<file path="config.mk">
export PLATFORM = sky130hd
export DESIGN_NAME = multicycle_control_flat
export DESIGN_NICKNAME = d
export VERILOG_FILES = /design/src/rtl/multicycle_control_if.sv /design/src/rtl/multicycle_control.sv /design/src/flat_wrapper.sv
export SDC_FILE = /design/constraint.sdc
export NUM_CORES = 1
export LEC_CHECK = 0
export CAP_MARGIN = 40
export CORE_AREA = 2 2 44 46
export CTS_BUF_LIST = sky130_fd_sc_hd__clkbuf_8 sky130_fd_sc_hd__clkbuf_16
export DETAILED_ROUTE_END_ITERATION = 12
export DIE_AREA = 0 0 46 48
export PLACE_DENSITY = 0.71
export SLEW_MARGIN = 30
export SYNTH_ARGS = -nofsm -noshare
export SYNTH_HDL_FRONTEND = slang
export SYNTH_SLANG_ARGS = --single-unit
</file>
<file path="constraint.sdc">
create_clock -name clk -period 1.4 [get_ports clk]
set_input_delay 0.35 -clock clk [delete_from_list [all_inputs] [get_ports clk]]
set_output_delay 0.35 -clock clk [all_outputs]
set_load 0.02 [all_outputs]
</file>
<file path="src/rtl/multicycle_control_if.sv">
// Control bus between the multicycle controller and its datapath.
// master = controller (drives control lines), slave = datapath (drives opcode).
interface multicycle_control_if;
  logic [5:0] opcode;
  logic       PCWrite;
  logic       BranchEq;
  logic       BranchNe;
  logic       IorD;
  logic       MemRead;
  logic       MemWrite;
  logic       MemtoReg;
  logic       IRWrite;
  logic       ALUSrcA;
  logic       RegWrite;
  logic       RegDst;
  logic       ZeroExt;
  logic [1:0] ALUOp;
  logic [1:0] ALUSrcB;
  logic [1:0] PCSource;
  logic [3:0] state;
  logic       illegal_op;

  modport master (
    input  opcode,
    output PCWrite, BranchEq, BranchNe, IorD, MemRead, MemWrite, MemtoReg,
           IRWrite, ALUSrcA, RegWrite, RegDst, ZeroExt, ALUOp, ALUSrcB,
           PCSource, state, illegal_op
  );

  modport slave (
    output opcode,
    input  PCWrite, BranchEq, BranchNe, IorD, MemRead, MemWrite, MemtoReg,
           IRWrite, ALUSrcA, RegWrite, RegDst, ZeroExt, ALUOp, ALUSrcB,
           PCSource, state, illegal_op
  );
endinterface

</file>
<file path="src/rtl/multicycle_control.sv">
// Moore FSM sequencing a multicycle MIPS-style datapath (lw/sw/R/beq/bne/j/addi/andi).
module multicycle_control (
  input  logic                clk,
  input  logic                reset,
  multicycle_control_if.master bus
);

  typedef enum logic [3:0] {
    FETCH   = 4'd0,
    DECODE  = 4'd1,
    MEMADR  = 4'd2,
    MEMRD   = 4'd3,
    MEMWB   = 4'd4,
    MEMWR   = 4'd5,
    REX     = 4'd6,
    RWB     = 4'd7,
    BEQ     = 4'd8,
    BNE     = 4'd9,
    JUMP    = 4'd10,
    ADDI_EX = 4'd11,
    ANDI_EX = 4'd12,
    IMMWB   = 4'd13
  } state_t;

  localparam logic [5:0] OP_RTYPE = 6'b000000;
  localparam logic [5:0] OP_LW    = 6'b100011;
  localparam logic [5:0] OP_SW    = 6'b101011;
  localparam logic [5:0] OP_BEQ   = 6'b000100;
  localparam logic [5:0] OP_BNE   = 6'b000101;
  localparam logic [5:0] OP_J     = 6'b000010;
  localparam logic [5:0] OP_ADDI  = 6'b001000;
  localparam logic [5:0] OP_ANDI  = 6'b001100;

  state_t st;
  logic   legal;

  // Opcode legality, only consulted in DECODE
  always_comb begin
    legal = 1'b0;
    case (bus.opcode)
      OP_RTYPE, OP_LW, OP_SW, OP_BEQ, OP_BNE, OP_J, OP_ADDI, OP_ANDI: legal = 1'b1;
      default: legal = 1'b0;
    endcase
  end

  // State register and next-state sequencing; codes 14/15 fall to FETCH via default
  always_ff @(posedge clk) begin
    if (reset) begin
      st <= FETCH;
    end else begin
      case (st)
        FETCH:   st <= DECODE;
        DECODE: begin
          case (bus.opcode)
            OP_RTYPE:      st <= REX;
            OP_LW, OP_SW:  st <= MEMADR;
            OP_BEQ:        st <= BEQ;
            OP_BNE:        st <= BNE;
            OP_J:          st <= JUMP;
            OP_ADDI:       st <= ADDI_EX;
            OP_ANDI:       st <= ANDI_EX;
            default:       st <= FETCH;
          endcase
        end
        MEMADR:  st <= (bus.opcode == OP_LW) ? MEMRD : MEMWR;
        MEMRD:   st <= MEMWB;
        REX:     st <= RWB;
        ADDI_EX: st <= IMMWB;
        ANDI_EX: st <= IMMWB;
        default: st <= FETCH;
      endcase
    end
  end

  assign bus.state = st;

  // Control decode from the registered state; reset gates everything off
  // combinationally so no write enable survives the cycle reset rises.
  always_comb begin
    bus.PCWrite    = 1'b0;
    bus.BranchEq   = 1'b0;
    bus.BranchNe   = 1'b0;
    bus.IorD       = 1'b0;
    bus.MemRead    = 1'b0;
    bus.MemWrite   = 1'b0;
    bus.MemtoReg   = 1'b0;
    bus.IRWrite    = 1'b0;
    bus.ALUSrcA    = 1'b0;
    bus.RegWrite   = 1'b0;
    bus.RegDst     = 1'b0;
    bus.ZeroExt    = 1'b0;
    bus.ALUOp      = '0;
    bus.ALUSrcB    = '0;
    bus.PCSource   = '0;
    bus.illegal_op = 1'b0;
    if (!reset) begin
      case (st)
        FETCH: begin
          bus.MemRead = 1'b1;
          bus.IRWrite = 1'b1;
          bus.ALUSrcB = 2'b01;
          bus.PCWrite = 1'b1;
        end
        DECODE: begin
          bus.ALUSrcB    = 2'b11;
          bus.illegal_op = ~legal;
        end
        MEMADR: begin
          bus.ALUSrcA = 1'b1;
          bus.ALUSrcB = 2'b10;
        end
        MEMRD: begin
          bus.MemRead = 1'b1;
          bus.IorD    = 1'b1;
        end
        MEMWB: begin
          bus.RegWrite = 1'b1;
          bus.MemtoReg = 1'b1;
        end
        MEMWR: begin
          bus.MemWrite = 1'b1;
          bus.IorD     = 1'b1;
        end
        REX: begin
          bus.ALUSrcA = 1'b1;
          bus.ALUOp   = 2'b10;
        end
        RWB: begin
          bus.RegDst   = 1'b1;
          bus.RegWrite = 1'b1;
        end
        BEQ: begin
          bus.ALUSrcA  = 1'b1;
          bus.ALUOp    = 2'b01;
          bus.PCSource = 2'b01;
          bus.BranchEq = 1'b1;
        end
        BNE: begin
          bus.ALUSrcA  = 1'b1;
          bus.ALUOp    = 2'b01;
          bus.PCSource = 2'b01;
          bus.BranchNe = 1'b1;
        end
        JUMP: begin
          bus.PCWrite  = 1'b1;
          bus.PCSource = 2'b10;
        end
        ADDI_EX: begin
          bus.ALUSrcA = 1'b1;
          bus.ALUSrcB = 2'b10;
        end
        ANDI_EX: begin
          bus.ALUSrcA = 1'b1;
          bus.ALUSrcB = 2'b10;
          bus.ALUOp   = 2'b11;
          bus.ZeroExt = 1'b1;
        end
        IMMWB: begin
          bus.RegWrite = 1'b1;
        end
        default: ;
      endcase
    end
  end

endmodule

</file>
<file path="src/flat_wrapper.sv">
// flat-port wrapper written by rule: the top's interface ports become plain ports
module multicycle_control_flat 
  (clk, reset, bus_opcode, bus_PCWrite, bus_BranchEq, bus_BranchNe, bus_IorD, bus_MemRead, bus_MemWrite, bus_MemtoReg, bus_IRWrite, bus_ALUSrcA, bus_RegWrite, bus_RegDst, bus_ZeroExt, bus_ALUOp, bus_ALUSrcB, bus_PCSource, bus_state, bus_illegal_op);
  multicycle_control_if bus_i ();
  input  logic clk;
  input  logic reset;
  input wire logic [$bits(bus_i.opcode)-1:0] bus_opcode;
  output wire logic [$bits(bus_i.PCWrite)-1:0] bus_PCWrite;
  output wire logic [$bits(bus_i.BranchEq)-1:0] bus_BranchEq;
  output wire logic [$bits(bus_i.BranchNe)-1:0] bus_BranchNe;
  output wire logic [$bits(bus_i.IorD)-1:0] bus_IorD;
  output wire logic [$bits(bus_i.MemRead)-1:0] bus_MemRead;
  output wire logic [$bits(bus_i.MemWrite)-1:0] bus_MemWrite;
  output wire logic [$bits(bus_i.MemtoReg)-1:0] bus_MemtoReg;
  output wire logic [$bits(bus_i.IRWrite)-1:0] bus_IRWrite;
  output wire logic [$bits(bus_i.ALUSrcA)-1:0] bus_ALUSrcA;
  output wire logic [$bits(bus_i.RegWrite)-1:0] bus_RegWrite;
  output wire logic [$bits(bus_i.RegDst)-1:0] bus_RegDst;
  output wire logic [$bits(bus_i.ZeroExt)-1:0] bus_ZeroExt;
  output wire logic [$bits(bus_i.ALUOp)-1:0] bus_ALUOp;
  output wire logic [$bits(bus_i.ALUSrcB)-1:0] bus_ALUSrcB;
  output wire logic [$bits(bus_i.PCSource)-1:0] bus_PCSource;
  output wire logic [$bits(bus_i.state)-1:0] bus_state;
  output wire logic [$bits(bus_i.illegal_op)-1:0] bus_illegal_op;
  assign bus_i.opcode = bus_opcode;
  assign bus_PCWrite = bus_i.PCWrite;
  assign bus_BranchEq = bus_i.BranchEq;
  assign bus_BranchNe = bus_i.BranchNe;
  assign bus_IorD = bus_i.IorD;
  assign bus_MemRead = bus_i.MemRead;
  assign bus_MemWrite = bus_i.MemWrite;
  assign bus_MemtoReg = bus_i.MemtoReg;
  assign bus_IRWrite = bus_i.IRWrite;
  assign bus_ALUSrcA = bus_i.ALUSrcA;
  assign bus_RegWrite = bus_i.RegWrite;
  assign bus_RegDst = bus_i.RegDst;
  assign bus_ZeroExt = bus_i.ZeroExt;
  assign bus_ALUOp = bus_i.ALUOp;
  assign bus_ALUSrcB = bus_i.ALUSrcB;
  assign bus_PCSource = bus_i.PCSource;
  assign bus_state = bus_i.state;
  assign bus_illegal_op = bus_i.illegal_op;
  multicycle_control u_core (.clk(clk), .reset(reset), .bus(bus_i));
endmodule
</file>
Word-level counts from Yosys, hierarchy flattened. Index checks and enable logic that the tools add are counted.

Flip-flop bits (word level): 4. Input port bits: 8. Output and inout bits: 23. Logic and storage cells: 70.

Equality and inequality tests: 20. Mux-type cells: 36. Bitwise gates (word level): 1. Reduce and logical (&&, ||, !) cells: 12.

Operator list (count): 4-bit case mux with 7 select lines (1); 1-bit 2-to-1 mux (27); 4-bit equality test, second input constant (6); 4-bit case mux with 6 select lines (1); 4-bit by 3-bit equality test with 1-bit output, second input constant (4); 6-bit by 3-bit equality test with 1-bit output, second input constant (2); 6-bit by 4-bit equality test with 1-bit output, second input constant (2); 6-bit equality test, second input constant (2); 2-bit case mux with 3 select lines (2); 2-bit OR reduction (6); 4-bit by 2-bit equality test with 1-bit output, second input constant (2); 8-bit OR reduction (1); 6-bit by 2-bit equality test with 1-bit output, second input constant (1); 6-bit zero test (1); 2-bit 2-to-1 mux (3); 3-bit OR reduction (2); 6-bit OR reduction (1); 4-bit by 1-bit equality test with 1-bit output, second input constant (1); 4-bit zero test (1); 2-bit case mux with 2 select lines (1); 3-bit 2-to-1 mux (1); 1-bit inverter (1).

Logic depth before layout (Yosys ltp).
Depth in word-level cells: 6. Gate-level depth with buffers: 6. Depth with buffers taken out: 4.

Least setup slack after synthesis. Ideal clock, no wire load.

Path type: register to output. From: register u_core.st[1] (netlist: u_core.bus.state[1]). To: output bus_ALUOp[0]. Arrival: 1.706 ns. Required time: 1.050 ns. Path slack: -0.656 ns. Stages on the path, launching flop included: 6. Path buffers: 2. Cells stage by stage: dfxtp_1 -> buf_6 -> or2_1 -> buf_6 -> nor3_1 -> or2_1.

Cells in the longest elaborated chain, start to end: 4. Elaborated cells between the ends (all ways): 7. Classes of those cells: eq/ne (4); mux (2); reduce/logical (1).

RTL lines: from (decl) (RTL line multicycle_control.sv:34) `state_t st;`; from (signal assigned) (RTL line multicycle_control.sv:65) `MEMADR: st <= (bus.opcode == OP_LW) ? MEMRD : MEMWR;`; 4-bit equality test (RTL line multicycle_control.sv:97) `case (st)`; 2-bit OR reduction (no source line); 2-bit case mux with 3 select lines * (RTL line multicycle_control.sv:97); 2-bit 2-to-1 mux * (RTL line multicycle_control.sv:96) `if (!reset) begin`; to (decl) (RTL line flat_wrapper.sv:20) `output wire logic [$bits(bus_i.ALUOp)-1:0] bus_ALUOp;`.

Every way passes the cells marked *; elsewhere a longest branch is shown, timed or not.

Final worst setup path.
From: register u_core.st[0] (netlist: u_core.bus.state[0]). To: output bus_RegWrite.

Cells in the longest elaborated chain, start to end: 4. Elaborated cells between the ends (all ways): 6. Classes of those cells: eq/ne (3); mux (2); reduce/logical (1).

RTL lines: 4-bit by 3-bit equality test with 1-bit output / 4-bit equality test (equally long branches) (RTL line multicycle_control.sv:97); 3-bit OR reduction (no source line) *; 1-bit 2-to-1 mux * (RTL line multicycle_control.sv:97); 1-bit 2-to-1 mux * (RTL line multicycle_control.sv:96); to (decl) (RTL line flat_wrapper.sv:17) `output wire logic [$bits(bus_i.RegWrite)-1:0] bus_RegWrite;`.

Marks and branches as above.

==> impl_metrics.json <==
{
  "gr-usage-met2": 0.572,
  "die_x_um": 46,
  "setup_viol": 22,
  "ys.flop_type": "dfxtp_1",
  "cts_tree": "done",
  "ant_nets": 0,
  "gr-usage-met3": 0.0340,
  "synth_fa_ha_area_frac": 0,
  "max_slew_margin": 0.748,
  "cp_data_arrival_time_ns": 1.50,
  "timing.rr.start": "u_core.bus.state[0]$_SDFF_PP0_",
  "busiest_layer": "met2",
  "start_util": 0.337,
  "worst-path-max-fanout": 6,
  "synth_seq_area_share": 0.141,
  "placed_area_sq_um": 1250,
  "status": "finished with violations",
  "grt_max_degree": 10,
  "hold_violations": 0,
  "grt_pass1_wl_mm": 4.49,
  "die-area_sq_um": 2210,
  "crit_top_cell": "buf_6",
  "cts_buffer_depth": 2,
  "synth_common_cells": "nor2_1 (18), nor3_1 (8), a21oi_1 (7)",
  "yosysUniqueCellTypes": 34,
  "ioPinCount": 31,
  "critical-path-max-stage-delay_ns": 0.36,
  "worstSetupStartpoint": "u_core.bus.state[0]$_SDFF_PP0_",
  "mappedNetlistArea_sq_um": 569,
  "critPathLaunchType": "register",
  "num-nets-final": 177,
  "cp.required_ns": 1.05,
  "whs_ns": 0.522,
  "portBuffers": 30,
  "gp_congestion": 0.806,
  "drive_above_1_share": 0.821,
  "fillers": 40,
  "area_growth_pct": 184,
  "fin_crit_sh": 1.32,
  "drt-initial-drc-count": 48,
  "placeableCoreArea_sq_um": 1690,
  "yosysTopAreaCell": "dfxtp_1",
  "clock-sinks": 4,
  "tightest_slew_ns": 0.375,
  "route.detailed.drc": 0,
  "violations": "negative setup slack",
  "synth_top_family_by_area": "simple AND/OR/NAND/NOR gates",
  "setup_ws_ns": -0.453,
  "finalInstanceArea_sq_um": 1620,
  "timing.fmax_mhz": 540,
  "grt_pass1_vias": 974,
  "cts_root_buf": "clkbuf_8",
  "slowest_stage": "dfxtp_2",
  "globalRouteMet1Util": 0.291,
  "synth_edf_count": 0,
  "holdCritPathClass": "input port to register",
  "powerDensity_nw_per_um2": 460,
  "clock_latency_ns": 0.23,
  "setup_tns_ns": -5.79,
  "finalWorstPathRequiredPeriod_ns": 1.85,
  "ir_drop_uv": 517,
  "num_rows": 15,
  "fin_skew_ns": 0.00777,
  "path_cells": "buf_6 -> inv_1 -> nor2_1 -> a21oi_1 -> nor2_2 -> buf_6",
  "synth_compound_area_frac": 0.246,
  "post-dp-hpwl_mm": 1.83,
  "synth_top_area_frac": 0.141,
  "synth_mux_area_frac": 0.0176,
  "yosysMostFrequentCell": "nor2_1",
  "crit_family": "buffers and inverters",
  "largest_reg_flops": 4,
  "diodes": 0,
  "syn-num-nets": 94,
  "fin_cells": 185,
  "antenna_found_initial": 0,
  "grt_overflow": 0,
  "ctsHoldBuffers": 0,
  "vias": 1099,
  "endpoint_kind": "output pin",
  "synth-simple-area-share": 0.440,
  "avgSynthCellArea_sq_um": 6.62,
  "synth_area_leaders": "dfxtp_1 (14%), nor2_1 (12%), nor3_1 (7.0%), a21oi_1 (6.2%), nand2b_1 (5.5%)",
  "p_leak_uw": 0.000717,
  "finalPower_uw": 745,
  "clk_pin_slew_worst_paths_ns": 0.04,
  "cts_made_buffers": 3,
  "drt-wirelength-per-cell_um": 22.4,
  "track_usage": 0.289,
  "wl_mm": 4.15,
  "grt_setup_unrepaired": "true",
  "min_from": "reset",
  "die_height_um": 48,
  "crit_buf_inv": 3,
  "dpl.cell_count": 165,
  "async_flop_share": 0,
  "slew_viol_final": 0,
  "drv_cap": 0,
  "ys_ff_latch": 4,
  "synth-xor-area-share": 0.0462,
  "critical_path_class": "register to output pin",
  "cts_htree_levels": 1,
  "yosys_warnings": 0,
  "avgViaCountPerCell": 5.94,
  "first_pass_iters": 4,
  "syn_inst": 86
}
[worst min-delay path, stage by stage]
cell and delay, ns:
buf_2 0.13, buf_6 0.15, o32ai_2 0.08
[through the flow]
stage,setup slack [ns],utilization
2_1_floorplan,-0.236,-
3_3_place_gp,-1.07,0.740
3_5_place_dp,-1.09,0.740
4_1_cts,-0.317,0.860
5_1_grt,-0.499,0.959
6_report,-0.453,0.959
[report_power, final]
group	total [uW]	internal (uW)	switching (uW)	leakage [uW]
Combinational	360	178	182	0.000655
Clock	265	188	77.0	0.0000269
Sequential	119	114	5.45	0.0000352
Total	745	480	265	0.000717
[cells in the final DEF (no fill, tap or decap), types with 3 or more instances in the layout]
cell type	instances
nand2_2	4
nor2_4	7
dfxtp_4	3
a21oi_2	3
nor2_2	5
nand2b_4	3
buf_6	28
a21oi_1	3
clkbuf_2	3
buf_4	47
nor3_2	3
inv_1	4
nor3_4	3
nor2_1	6
clkbuf_8	3
[cell type report]
type,count,area [sq um],area share
inverter,4,15.0,0.00927
timing repair buffer,85,753,0.465
clock buffer,3,41.3,0.0255
sequential,4,92.6,0.0572
clock inverter,1,3.75,0.00232
multi-input combinational,71,692,0.427
tap,17,21.3,0.0131
[cells by family after synthesis]
kind of cell	Yosys count
buf+inv	11
mux	1
compound gates	20
simple gates	47
xor+xnor	3
flops	4
[final timing paths]
| path | end | slack [ns] | cells after the start |
|---|---|---|---|
| max | bus_RegWrite | -0.45 | 6 |
| min reg2reg | u_core.bus.state[1]$_SDFF_PP0_ | 0.78 | 3 |
| max reg2reg | u_core.bus.state[1]$_SDFF_PP0_ | -0.03 | 6 |
| min | u_core.bus.state[3]$_SDFF_PP0_ | 0.52 | 3 |
[layer usage]
metal  routed length [um]  vias to the layer above
li1                     -                      469
met1                 1520                      520
met2                 2050                       88
met3                  341                       22
met4                  235                        0
met5                    0                        -
[timing repair]
| item | 4_1_cts | 5_1_grt |
|---|---|---|
| pin swaps | 12 | 15 |
| resized for setup | 160 | 40 |
| setup endpoints to repair | 26 | 26 |
| setup buffers | 7 | 10 |
(Power assumes the default switching activity.)
